$ cat config.mk
export PLATFORM = sky130hd
export DESIGN_NAME = mda_motor_control_pwm_decode
export DESIGN_NICKNAME = d
export VERILOG_FILES = /design/src/rtl/mda_motor_control_pwm_decode.sv
export SDC_FILE = /design/constraint.sdc
export NUM_CORES = 1
export LEC_CHECK = 0
export BUFFER_PORTS_ARGS = -buffer_cell sky130_fd_sc_hd__buf_2
export CAP_MARGIN = 20
export CELL_PAD_IN_SITES_DETAIL_PLACEMENT = 0
export CELL_PAD_IN_SITES_GLOBAL_PLACEMENT = 2
export CORE_ASPECT_RATIO = 0.7
export CORE_MARGIN = 3
export CORE_UTILIZATION = 30
export CTS_BUF_LIST = sky130_fd_sc_hd__clkbuf_4 sky130_fd_sc_hd__clkbuf_8
export DETAILED_ROUTE_END_ITERATION = 8
export HOLD_SLACK_MARGIN = 0.06
export PLACE_DENSITY_LB_ADDON = 0.3
export SLEW_MARGIN = 20
export SYNTH_ARGS = -nofsm -noshare
export SYNTH_HDL_FRONTEND = slang
export SYNTH_SLANG_ARGS = --single-unit
$ cat constraint.sdc
create_clock -name clk -period 4.66 [get_ports clk]
set_clock_uncertainty 0.05 [all_clocks]
set_input_delay 0.699 -clock clk [delete_from_list [all_inputs] [get_ports clk]]
set_output_delay 0.699 -clock clk [all_outputs]
set_load 0.03 [all_outputs]
$ cat src/rtl/mda_motor_control_pwm_decode.sv
// mda_motor_control_pwm_decode: recovers frame length, drive width, direction and duty command from the H-bridge dir/on pair
module mda_motor_control_pwm_decode #(
  parameter int               WIDTH       = 16,
  parameter int               SYNC_STAGES = 2,
  parameter logic [WIDTH-1:0] TIMEOUT     = {WIDTH{1'b1}}
) (
  input  logic             clk,
  input  logic             reset_n,
  input  logic             dir_in,
  input  logic             on_in,
  output logic [WIDTH-1:0] meas_period,
  output logic [WIDTH-1:0] meas_high,
  output logic             meas_dir,
  output logic [WIDTH-1:0] duty_est,
  output logic             valid,
  output logic             stalled,
  output logic             level
);
  typedef enum logic [1:0] {IDLE, ARMED, MEASURE} state_t;
  state_t                 state_q, state_d;
  logic [SYNC_STAGES-1:0] on_sync_q, on_sync_d, dir_sync_q, dir_sync_d;
  logic                   hist_q, hist_d, dir_prev_q, dir_prev_d, dir_cap_q, dir_cap_d;
  logic [WIDTH-1:0]       cnt_q, cnt_d, hcnt_q, hcnt_d;
  logic [WIDTH-1:0]       period_q, period_d, high_q, high_d, duty_q, duty_d;
  logic                   mdir_q, mdir_d, valid_q, valid_d, stalled_q, stalled_d;
  logic                   on_s, dir_s, rise, fall, active, timeout, take, stall;
  logic [WIDTH-1:0]       cnt_inc, half, corr_h;

  assign on_s        = on_sync_q[SYNC_STAGES-1];
  assign dir_s       = dir_sync_q[SYNC_STAGES-1];
  assign meas_period = period_q;
  assign meas_high   = high_q;
  assign meas_dir    = mdir_q;
  assign duty_est    = duty_q;
  assign valid       = valid_q;
  assign stalled     = stalled_q;
  assign level       = on_s;

  // synchroniser shift, edge history and one-cycle-delayed dir for capture on the last high cycle
  always_comb begin
    on_sync_d  = {on_sync_q[SYNC_STAGES-2:0], on_in};
    dir_sync_d = {dir_sync_q[SYNC_STAGES-2:0], dir_in};
    hist_d     = on_s;
    dir_prev_d = dir_s;
  end

  // edge and timeout events; timeout fires as cnt steps onto TIMEOUT, so a rise on that cycle still measures
  always_comb begin
    rise    = on_s & ~hist_q;
    fall    = ~on_s & hist_q;
    active  = state_q != IDLE;
    cnt_inc = cnt_q + WIDTH'(1);
    timeout = cnt_inc == TIMEOUT;
    take    = active & rise;
    stall   = active & ~rise & timeout;
    half    = (cnt_q - WIDTH'(1)) >> 1;
    corr_h  = (cnt_q - hcnt_q) >> 1;
  end

  // next state
  always_comb begin
    state_d = !active ? (rise ? ARMED : IDLE) : rise ? MEASURE : timeout ? IDLE : fall ? MEASURE : state_q;
  end

  // frame counters and measurement outputs, duty reconstructed from the frame being closed
  always_comb begin
    cnt_d     = rise ? WIDTH'(1) : active ? cnt_inc : cnt_q;
    hcnt_d    = rise ? WIDTH'(1) : (active & on_s) ? hcnt_q + WIDTH'(1) : hcnt_q;
    dir_cap_d = (active & fall) ? dir_prev_q : dir_cap_q;
    period_d  = take ? cnt_q : stall ? '0 : period_q;
    high_d    = take ? hcnt_q : stall ? '0 : high_q;
    mdir_d    = take ? dir_cap_q : stall ? 1'b0 : mdir_q;
    duty_d    = take ? (dir_cap_q ? half + corr_h : (corr_h > half ? '0 : half - corr_h)) : stall ? '0 : duty_q;
    valid_d   = take | stall;
    stalled_d = take ? 1'b0 : stall ? 1'b1 : stalled_q;
  end

  // state and datapath registers, cleared asynchronously
  always_ff @(posedge clk or negedge reset_n) begin
    if (!reset_n) begin
      state_q    <= IDLE;
      on_sync_q  <= '0;
      dir_sync_q <= '0;
      hist_q     <= 1'b0;
      dir_prev_q <= 1'b0;
      dir_cap_q  <= 1'b0;
      cnt_q      <= '0;
      hcnt_q     <= '0;
      period_q   <= '0;
      high_q     <= '0;
      duty_q     <= '0;
      mdir_q     <= 1'b0;
      valid_q    <= 1'b0;
      stalled_q  <= 1'b0;
    end else begin
      state_q    <= state_d;
      on_sync_q  <= on_sync_d;
      dir_sync_q <= dir_sync_d;
      hist_q     <= hist_d;
      dir_prev_q <= dir_prev_d;
      dir_cap_q  <= dir_cap_d;
      cnt_q      <= cnt_d;
      hcnt_q     <= hcnt_d;
      period_q   <= period_d;
      high_q     <= high_d;
      duty_q     <= duty_d;
      mdir_q     <= mdir_d;
      valid_q    <= valid_d;
      stalled_q  <= stalled_d;
    end
  end
endmodule

Word level (Yosys, flattened, before mapping)
Cells that the tools add are included.

Bits of input ports: 4. Register bits after elaboration: 92. Word-level logic and storage cells: 57. Output and inout bits: 52.

Reductions and logical operators: 4. Add/subtract/negate cells: 6. Bitwise operators: 11. $lt $le $gt $ge: 1. Multiplexer cells: 19. Equality and inequality tests: 2.

Operators by type and width (number): $mux 16 (10); $add 16x1->16 const B (2); $add 15x15->16 (1); $eq 16x16->1 const B (1); $sub 15x15->16 (1); $sub 16x1->16 const B (1); $sub 16x16->16 (1); $gt 15x15->1 (1); $mux 2 (4); $reduce_bool 2->1 (4); $and 1x1->1 (7); $mux 1 (5); $ne 4x3->1 const B (1); $not 1->1 (3); $or 1x1->1 (1).

Logic depth before layout (Yosys ltp)
Word-level depth: 7. Mapped depth: 20. Gate-level depth less buffers: 19.

Least setup slack after synthesis
OpenSTA, ideal clock, no wires.

Kind: register to register. Start: reg cnt_q[3]. End: reg duty_q[6], in the netlist duty_est[6]. Buffers on the path: 2. Path slack: 0.518 ns. Cell stages (with the launch flop): 17. Required time: 4.489 ns. Data arrival time: 3.971 ns. Cells stage by stage: dfrtp_1 -> buf_2 -> or4_1 -> nor4_1 -> nand2_1 -> or2_2 -> nor2_1 -> xor2_1 -> ha_1 -> clkbuf_1 -> o21bai_1 -> a21oi_1 -> a311o_1 -> a21oi_1 -> nor2_1 -> a221o_1 -> a22o_1.

Longest elaborated chain between the ends: 5. Elaborated cells between the ends (all ways): 12.

RTL lines: start, declared (RTL line 23) `logic [WIDTH-1:0] cnt_q, cnt_d, hcnt_q, hcnt_d;`; start signal, assigned (RTL line 102) `cnt_q <= cnt_d;`; $sub 16x1->16 / $sub 16x16->16 (equally long branches) (RTL line 56, 57); $sub 15x15->16 / $gt 15x15->1 (equally long branches) (RTL line 73) `duty_d = take ? (dir_cap_q ? half + corr_h : (corr_h > half ? '0 : half - corr_h)) : stall ? '0 : duty_q;`; $mux 16 (3 in series) (RTL line 73); end signal, assigned (RTL line 106) `duty_q <= duty_d;`; end, declared (RTL line 24) `logic [WIDTH-1:0] period_q, period_d, high_q, high_d, duty_q, duty_d;`.

Several ways; a longest one is shown, not always the timed one. A chain may end at the register's enable or synchronous reset.

Worst setup path after layout
Start: reg cnt_q[0]. End: reg duty_q[9], in the netlist duty_est[9].

The elaborated chain is that of the path after synthesis.

==> results.sh <==
export IMPL_synth_area_top_cells="dfrtp_1 36%, ha_1 9.8%, xnor2_1 5.8%, xor2_1 4.0%, nor2_1 3.8%"
export IMPL_worstSetupEndpointType="register"
export IMPL_grt_start_max_net_pins=60
export IMPL_antennaDiodeCount=0
export IMPL_core_um2=20300
export IMPL_synthArstFlopShare_pct=100
export IMPL_r2r_cells=19
export IMPL_cts_buffer_depth=2
export IMPL_critical_path_class="register to register"
export IMPL_cp_slowest_cell="fa_1"
export IMPL_worst_slack_ps=240
export IMPL_rsz0062_at_grt="no"
export IMPL_cts_tree="yes"
export IMPL_final_area_um2=7210
export IMPL_cp_max_fo=6
export IMPL_dpl_worst_slack_ps=143
export IMPL_rows=43
export IMPL_synth_area_um2=6370
export IMPL_finalWirelength_um=18700
export IMPL_insertion_delay_ps=380
export IMPL_p_leak_nw=3.43
export IMPL_cts_root_buf="clkbuf_8"
export IMPL_path_cells="nand2b_1 > fa_1 > a21o_1 > a21oi_2 > o21ai_0 > nand3_1 > a31oi_1 > a21o_1 > a21o_1 > xor2_1 > ha_1 > inv_1 > a21oi_2 > o31ai_1 > a21oi_1 > buf_4 > nand2b_1 > o221ai_1 > a22o_1"
export IMPL_die_x_um=180
export IMPL_ys_ff_latch=92
export IMPL_post_drt_wl_per_cell_um=17.9
export IMPL_period_share_pct=94.9
export IMPL_syn_inst=727
export IMPL_clock_sinks=92
export IMPL_required_ps=4890
export IMPL_fin_crit_ps=4420
export IMPL_slew_viol_final=0
export IMPL_track_usage_pct=16.4
export IMPL_slew_headroom_pct=39.5
export IMPL_ys_types=58
export IMPL_place_hpwl_um=14200
export IMPL_synth_fp_nets=784
export IMPL_antenna_found_initial=0
export IMPL_max_freq_ghz=0.226
export IMPL_hold_buffers=0
export IMPL_seq_area_frac_synth_pct=36.1
export IMPL_grt_busiest_layer="met1"
export IMPL_drtIter0Drc=376
export IMPL_r2r_start="cnt_q[0]$_DFFE_PN0P_"
export IMPL_grt_pass1_vias=5125
export IMPL_die_h_um=128
export IMPL_vias=5380
export IMPL_firstDrtPassIters=5
export IMPL_finalSetupViolations=0
export IMPL_synth_top_area_share_pct=36.1
export IMPL_area_growth_pct=13.1
export IMPL_crit_buf_inv=2
export IMPL_ys_flop_type="dfrtp_1"
export IMPL_antenna_left=0
export IMPL_hold_slack_ps=310
export IMPL_numCtsBuffers=9
export IMPL_met3_usage_pct=3.89
export IMPL_layout_common_cells="92 x dfrtp_1, 64 x nor2_1, 54 x nand2_1, 54 x buf_2, 50 x ha_1"
export IMPL_setup_tns_ps=0
export IMPL_drive_gt1_share_pct=14.3
export IMPL_arrival_ps=4650
export IMPL_grt_met1_usage_pct=25.6
export IMPL_globalRouteMet2Util_pct=22.8
export IMPL_hp_class="input pin to async pin"
export IMPL_place_congestion=0.907
export IMPL_worstMarginPinSlew_ps=906
export IMPL_via_per_inst=5.14
export IMPL_max_stage_delay_ps=430
export IMPL_outcome="complete, no violations"
export IMPL_drc=0
export IMPL_maxCapViolations=0
export IMPL_fillers=2147
export IMPL_yosys_area_top_type="dfrtp_1"
export IMPL_crit_family="compound AO/OA/AOI/OAI gates"
export IMPL_yosysWarnings=0
export IMPL_start_util_pct=31.3
export IMPL_synth_edff_count=0
export IMPL_ir_drop_mv=0.273
export IMPL_htree_levels=3
export IMPL_cpMostUsedCell="a21o_1"
export IMPL_io_buffers=55
export IMPL_nets=828
export IMPL_rr_endpoint="duty_est[9]$_DFFE_PN0P_"
export IMPL_clk_pin_slew_worst_paths_ps=110
export IMPL_rrSetupSlack_ps=240
export IMPL_final_util_pct=35.4
export IMPL_place_area_um2=6970
export IMPL_finalHoldViolations=0
export IMPL_syn_area_per_cell_um2=8.77
export IMPL_start_kind="register"
export IMPL_die_area_um2=23100
export IMPL_final_common_cell="dfrtp_1"
export IMPL_grt_pass1_wl_um=29700
export IMPL_ioPinCount=56
export IMPL_powerDensity_nw_per_um2=840
export IMPL_grt_ovfl_total=0
synth_stat cells, types with 8 or more instances:
master	n
a21o_1	13
a21oi_1	46
a22o_1	24
a31oi_1	8
and3_1	9
buf_2	10
clkbuf_1	29
dfrtp_1	92
ha_1	50
inv_1	49
nand2_1	54
nand2b_1	10
nand3_1	26
nor2_1	64
nor2b_1	8
nor3_1	30
o21ai_0	40
xnor2_1	42
xor2_1	29
how the worst max path moves through the flow:
stage,from,to,slack (ps),depth (start not counted)
after global routing,cnt_q[0]$_DFFE_PN0P_,duty_est[6]$_DFFE_PN0P_,30,19
after global placement,cnt_q[0]$_DFFE_PN0P_,duty_est[12]$_DFFE_PN0P_,240,19
after detailed placement,cnt_q[0]$_DFFE_PN0P_,duty_est[2]$_DFFE_PN0P_,140,18
after floorplan,cnt_q[3]$_DFFE_PN0P_,duty_est[6]$_DFFE_PN0P_,520,16
after CTS,cnt_q[0]$_DFFE_PN0P_,duty_est[3]$_DFFE_PN0P_,110,18
final,cnt_q[0]$_DFFE_PN0P_,duty_est[9]$_DFFE_PN0P_,240,19
what timing repair did:
item | CTS | global route
setup endpoints to repair | 0 | 12
hold endpoints to repair | 0 | 0
resized for setup | 0 | 5
buffers inserted | 0 | 0
per-layer routing:
metal / up-vias / wire length (µm)
met5: - / 0
met4: 0 / 104
met3: 7 / 1270
met2: 151 / 7620
met1: 2616 / 9740
li1: 2606 / -
logic make-up after synthesis:
| group | count (synthesis) | share of synthesized area, % |
|---|---|---|
| xor+xnor | 71 | 9.75 |
| flops | 92 | 36.1 |
| buf+inv | 93 | 5.97 |
| simple gates | 239 | 18.4 |
| fa+ha+maj | 53 | 10.8 |
| compound gates | 177 | 18.7 |
| mux | 2 | 0.314 |
worst register-to-register path: stages (launching register included):
cell	delay [ps]
dfrtp_1	390
nand2b_1	190
fa_1	430
a21o_1	200
a21oi_2	220
o21ai_0	190
nand3_1	170
a31oi_1	140
a21o_1	210
a21o_1	200
xor2_1	150
ha_1	410
inv_1	140
a21oi_2	270
o31ai_1	100
a21oi_1	200
buf_4	180
nand2b_1	160
o221ai_1	150
a22o_1	200
report_power, final:
group          switching [mW]  internal (mW)  leakage (nW)  total (mW)
logic                    2.68           1.71          2.09        4.39
clock network           0.325          0.314         0.111       0.639
registers               0.101          0.919          1.23        1.02
total                    3.10           2.95          3.43        6.05
cell type report:
type                            instances  area (µm²)  area share (%)
Clock inverter                          6        93.8            1.30
Inverter                               49         184            2.55
Tap cell                              270         338            4.69
Sequential cell                        92        2300            31.9
Multi-Input combinational cell        542        3710            51.5
Timing Repair Buffer                   77         443            6.15
Clock buffer                           10         131            1.82
stage by stage:
stage / std cells / power [mW]
detailed placement: 1030 / 5.36
CTS: 1046 / 6.04
floorplan: 727 / 4.28
global route: 1046 / 6.60
global placement: 1030 / 5.36
finish: 1046 / 6.05
sequential cells by signal, indices dropped and copies added (netlist names):
| name | count |
|---|---|
| dir_cap_q | 1 |
| on_sync_q | 2 |
| meas_dir | 1 |
| hist_q | 1 |
| cnt_q | 16 |
| meas_period | 16 |
| valid | 1 |
| state_q | 2 |
| hcnt_q | 16 |
| meas_high | 16 |
| dir_prev_q | 1 |
| dir_sync_q | 2 |
| stalled | 1 |
| duty_est | 16 |
Note: power is estimated with default switching activity, not from simulation.
